[config.mk]
export PLATFORM = sky130hd
export DESIGN_NAME = mips_cpu_sequencer
export DESIGN_NICKNAME = d
export VERILOG_FILES = /design/src/rtl/mips_cpu_sequencer.sv
export SDC_FILE = /design/constraint.sdc
export NUM_CORES = 1
export LEC_CHECK = 0
export ABC_AREA = 0
export CELL_PAD_IN_SITES_DETAIL_PLACEMENT = 1
export CELL_PAD_IN_SITES_GLOBAL_PLACEMENT = 1
export CORE_UTILIZATION = 22
export DETAILED_ROUTE_END_ITERATION = 8
export MAX_ROUTING_LAYER = met4
export PLACE_DENSITY_LB_ADDON = 0.1
export SLEW_MARGIN = 10
export SYNTH_ARGS = -nofsm -noshare
export SYNTH_HDL_FRONTEND = slang
export SYNTH_SLANG_ARGS = --single-unit
[constraint.sdc]
create_clock -name clk -period 1.95 [get_ports clk]
set_input_delay 0.4875 -clock clk [delete_from_list [all_inputs] [get_ports clk]]
set_output_delay 0.4875 -clock clk [all_outputs]
set_load 0.01 [all_outputs]
[src/rtl/mips_cpu_sequencer.sv]
// mips_cpu_sequencer: multi-cycle control sequencer for a MIPS-style CPU.
// It walks each instruction through fetch, decode and one or two execute
// cycles. Memory phases hold while waitrequest is high. MULT/MULTU/DIV/DIVU
// add a fixed wait of MULDIV_LATENCY cycles.
// Optional feature macro: SEQ_INSTR_COUNT_EN. When it is defined, the block
// counts retired instructions. When it is not defined, instr_count reads 0.
//
// state | meaning
// ------+---------------------------------------------------------------
//   0   | HALTED      : idle after reset, or stopped after PC reached 0
//   1   | FETCH       : instruction read, held while memory stalls
//   2   | DECODE      : instruction register load
//   3   | EXEC1       : ALU / address phase, load or store access
//   4   | EXEC2       : load writeback or link-branch second cycle
//   5   | MULDIV_WAIT : fixed multiply/divide latency
//  6,7  | illegal     : recover to HALTED

module mips_cpu_sequencer #(
  parameter int unsigned MULDIV_LATENCY = 4
) (
  input  logic        clk,
  input  logic        reset,
  input  logic        waitrequest,
  input  logic        pc_zero,
  input  logic [5:0]  opcode,
  input  logic [5:0]  fncode,
  input  logic [4:0]  regimm,
  output logic [2:0]  state,
  output logic        active,
  output logic        irwrite,
  output logic        memread,
  output logic        memwrite,
  output logic        stall,
  output logic        muldiv_busy,
  output logic [31:0] instr_count
);

  typedef enum logic [2:0] {
    S_HALTED      = 3'd0,
    S_FETCH       = 3'd1,
    S_DECODE      = 3'd2,
    S_EXEC1       = 3'd3,
    S_EXEC2       = 3'd4,
    S_MULDIV_WAIT = 3'd5
  } state_t;

  // The counter is loaded with latency-1 so that the 0 check ends the wait
  // after exactly MULDIV_LATENCY cycles.
  localparam logic [5:0] LAT_M1 = (MULDIV_LATENCY == 0) ? 6'd0 : 6'(MULDIV_LATENCY - 1);

  state_t     r_state;
  state_t     w_next;
  logic       r_started;
  logic       w_set_started;
  logic [5:0] r_cnt;
  logic [5:0] w_cnt_next;

  logic w_is_load;
  logic w_is_store;
  logic w_is_link;
  logic w_is_muldiv;

  assign w_is_load   = (opcode >= 6'h20) && (opcode <= 6'h26);
  assign w_is_store  = (opcode == 6'h28) || (opcode == 6'h29) || (opcode == 6'h2B);
  assign w_is_link   = (opcode == 6'h01) && (regimm >= 5'd2);
  assign w_is_muldiv = (opcode == 6'h00) && (fncode >= 6'h18) && (fncode <= 6'h1B);

  // State, start flag and multiply/divide wait counter registers.
  always_ff @(posedge clk or posedge reset) begin
    if (reset) begin
      r_state   <= S_HALTED;
      r_started <= 1'b0;
      r_cnt     <= 6'd0;
    end else begin
      r_state <= w_next;
      r_cnt   <= w_cnt_next;
      if (w_set_started) r_started <= 1'b1;
    end
  end

  // Next-state, counter and memory/IR strobe decode.
  always_comb begin
    w_next        = r_state;
    w_cnt_next    = r_cnt;
    w_set_started = 1'b0;
    memread       = 1'b0;
    memwrite      = 1'b0;
    irwrite       = 1'b0;
    case (r_state)
      S_HALTED: begin
        // Start only once per reset. A halt through PC==0 is final.
        if (!r_started) begin
          w_next        = S_FETCH;
          w_set_started = 1'b1;
        end
      end
      S_FETCH: begin
        if (pc_zero) begin
          w_next = S_HALTED;
        end else begin
          memread = 1'b1;
          if (!waitrequest) w_next = S_DECODE;
        end
      end
      S_DECODE: begin
        irwrite = 1'b1;
        w_next  = S_EXEC1;
      end
      S_EXEC1: begin
        if (w_is_load) begin
          memread = 1'b1;
          if (!waitrequest) w_next = S_EXEC2;
        end else if (w_is_store) begin
          memwrite = 1'b1;
          if (!waitrequest) w_next = S_FETCH;
        end else if (w_is_link) begin
          w_next = S_EXEC2;
        end else if (w_is_muldiv && (MULDIV_LATENCY != 0)) begin
          w_next     = S_MULDIV_WAIT;
          w_cnt_next = LAT_M1;
        end else begin
          w_next = S_FETCH;
        end
      end
      S_EXEC2: begin
        w_next = S_FETCH;
      end
      S_MULDIV_WAIT: begin
        if (r_cnt == 6'd0) w_next = S_FETCH;
        else w_cnt_next = r_cnt - 6'd1;
      end
      default: begin
        w_next = S_HALTED;
      end
    endcase
  end

  assign state       = r_state;
  assign active      = (r_state == S_FETCH) || (r_state == S_DECODE) || (r_state == S_EXEC1) ||
                       (r_state == S_EXEC2) || (r_state == S_MULDIV_WAIT);
  assign muldiv_busy = (r_state == S_MULDIV_WAIT);
  assign stall       = (memread | memwrite) & waitrequest;

`ifdef SEQ_INSTR_COUNT_EN
  logic        w_retire;
  logic [31:0] r_instr_count;

  assign w_retire = (w_next == S_FETCH) &&
                    ((r_state == S_EXEC1) || (r_state == S_EXEC2) || (r_state == S_MULDIV_WAIT));

  // Retired-instruction counter. It wraps naturally at 2^32.
  always_ff @(posedge clk or posedge reset) begin
    if (reset) r_instr_count <= 32'h0;
    else if (w_retire) r_instr_count <= r_instr_count + 32'h1;
  end

  assign instr_count = r_instr_count;
`else
  assign instr_count = 32'h0;
`endif

endmodule

==> summary.txt <==
Root Buffer: clkbuf_8
Critical Path Slowest Stage Cell: or4_4
Reg-to-reg critical path startpoint: r_cnt[1]
Aggregate global-route resource usage: 0.122
Worst path top cell family by delay: simple AND/OR/NAND/NOR gates
Starting Density: 0.235
Vias: 900
Synth unique cells: 40
Setup TNS: 0 ps
Gr ovfl total: 0
Non-filler instance count after layout: 213
CP Class: input pin to flop
Pin count of the biggest net entering global routing: 11
Min Hold Slack: 485 ps
Synth Warn #: 0
R2R Setup Slk: 40 ps
Reg-to-Reg End: r_cnt[4]
Chip height: 68.1 um
Worst Setup Start Kind: input pin
Post-synth ARST share: 1.00
Worst path cell trace: dlygate4sd2_1, or4_4, nor4_4, buf_4, nor3b_1, a211o_1
P_leak: 0.688 nW
Peak Freq: 515 MHz
DR vias/cell: 4.23
Critical Path Start: opcode[5]
DIE AREA: 4640 um^2
Port bufs: 26
Status: complete, no violations
Die Wd: 68.1 um
Area Overhead vs Synth: 46.1%
Type of the tightest min-delay check: flop to flop
Layout Skew: 3.23 ps
DP HPWL: 2110 um
Initial antenna violation count: 0
WL per Instance: 12.5 um
CP Depth: 6
DR WL met3: 123 um
#FFs+latches synth: 10
Core region area: 4090 um^2
Final Power: 1.24 mW
Design area: 1400 um^2
Max Root-Sink Buffers: 2
Met1 Routed Length: 1160 um
Register area share after synthesis: 0.260
Reg clk slew, reported paths: 50 ps
Synthesized instance count: 115
Clock Latency Late Sink: 240 ps
Hold_buf cts: 0
DRC viols: 0
DR top layer: met4
Antenna cell count: 0
Nets: 187
Max-cap check violation count: 0
Peak VDD IR: 0.365 mV
Vias in the first global route: 894
Crit. End Element: flop
Count of final hold-check violations: 0
Final RePlAce weighted congestion: 0.753
Worst EP required: 2070 ps
Slew Viols, Final: 0
H-tree depth: 1
Syn Std Cell Area: 961 um^2
RSZ-0062 raised after global routing: true
Inst Count DP: 205
Cell row count: 23
Filler instances: 504
Total clock sinks: 10
TritonCTS clock tree: yes
Layout cells sized above 1: 0.307
Pre-antenna DRT Iters: 4
P per Cell Area: 881 nW/um^2
EDFF count, synth: 0
Worst r2r path cells: 6
Final period util: 0.995
Dominant synthesized flop cell: dfrtp_1
Antenna viol nets, final: 0
CTS Buf Count: 3
Post-DP Area: 1280 um^2
Arr. time, crit path: 2060 ps
Total wire length: 2660 um
Crit path buffers/inverters: 2
Synth Area per Inst: 8.36 um^2
DRT iter0 DRCs: 32
Max stage delay on crit path: 560 ps
Crit-path max FO: 6
Critical Path Sink: r_cnt[4]
I/O Pins: 62
Global-route wire length before repair: 4120 um
Final Setup Violations: 0
Met2 WL: 1360 um
Fin crit period: 1940 ps
-- sequential cells by signal, summed over array words and instances (netlist names) --
signal and cells:
r_started 1, r_cnt 6, state 3
-- final cells by class --
type | instances | area, um^2 | area share
flip-flops and latches | 10 | 251 | 0.179
multi-input cells | 95 | 614 | 0.438
repair buffers | 49 | 412 | 0.293
well taps | 50 | 62.6 | 0.0446
clock buffers | 3 | 41.3 | 0.0294
inverters | 6 | 22.5 | 0.0160
-- how the worst min path moves through the flow --
stage	startpoint	endpoint	slack (ps)	cells past startpoint
floorplan	reset	r_cnt[0]	330	1
global placement	r_started	r_started	460	1
detailed placement	r_started	r_started	460	1
CTS	r_started	r_started	480	1
global route	r_started	r_started	520	1
finish	r_started	r_started	490	1
-- synthesized netlist by cell type, types with 2 or more instances --
master,number,area share
and3_1,2,0.013
a22o_1,3,0.027
o21ai_0,6,0.031
buf_2,2,0.010
inv_1,6,0.023
buf_4,32,0.25
or2_2,2,0.013
nand2_1,3,0.012
nand3_1,3,0.016
o31ai_1,2,0.016
nor2_1,5,0.020
a21oi_1,5,0.026
nor4_1,2,0.013
nor2b_1,4,0.026
dfrtp_1,10,0.26
nor3_1,4,0.021
-- through the flow --
| stage | utilization | setup WS [ps] |
|---|---|---|
| 3_3_place_gp | 0.314 | -612 |
| 3_5_place_dp | 0.314 | -648 |
| 4_1_cts | 0.342 | 0.0464 |
| 5_1_grt | 0.344 | -39.7 |
| 2_1_floorplan | - | 124 |
| 6_report | 0.344 | 9.86 |
-- repair_timing --
item,in CTS,in global routing
buffers inserted,5,0
gates resized for setup,39,6
pin swaps,6,2
setup endpoints to repair,14,7
-- where the power goes --
| part | switching (mW) | internal [mW] | leakage (nW) | total, mW |
|---|---|---|---|---|
| clock | 0.0786 | 0.135 | 0.0216 | 0.214 |
| combinational | 0.343 | 0.376 | 0.542 | 0.718 |
| sequential | 0.0426 | 0.262 | 0.124 | 0.304 |
-- layout by cell type (no fill, tap or decap), types with 4 or more instances in the layout --
cell	instances
conb_1	32
buf_4	23
clkdlybuf4s50_1	12
dfrtp_1	9
dlygate4sd2_1	8
nor2_1	5
inv_1	4
o21ai_0	4
a21oi_1	4
-- logic make-up (layout without fill, tap and decap cells) --
group           Yosys count  count (layout)  share of synthesized area
flops                    10              10                      0.260
simple gates             37              37                      0.259
buf+inv                  41              58                      0.288
fa+ha+maj                 1               1                     0.0130
other cells               1              32                    0.00390
compound gates           25              25                      0.176
-- layer usage --
| layer | track usage | vias to the layer above |
|---|---|---|
| met1 | 0.153 | 426 |
| met2 | 0.195 | 32 |
| li1 | - | 438 |
| met5 | - | - |
| met4 | 0.0313 | 0 |
| met3 | 0.0300 | 4 |
(Power assumes the default switching activity.)
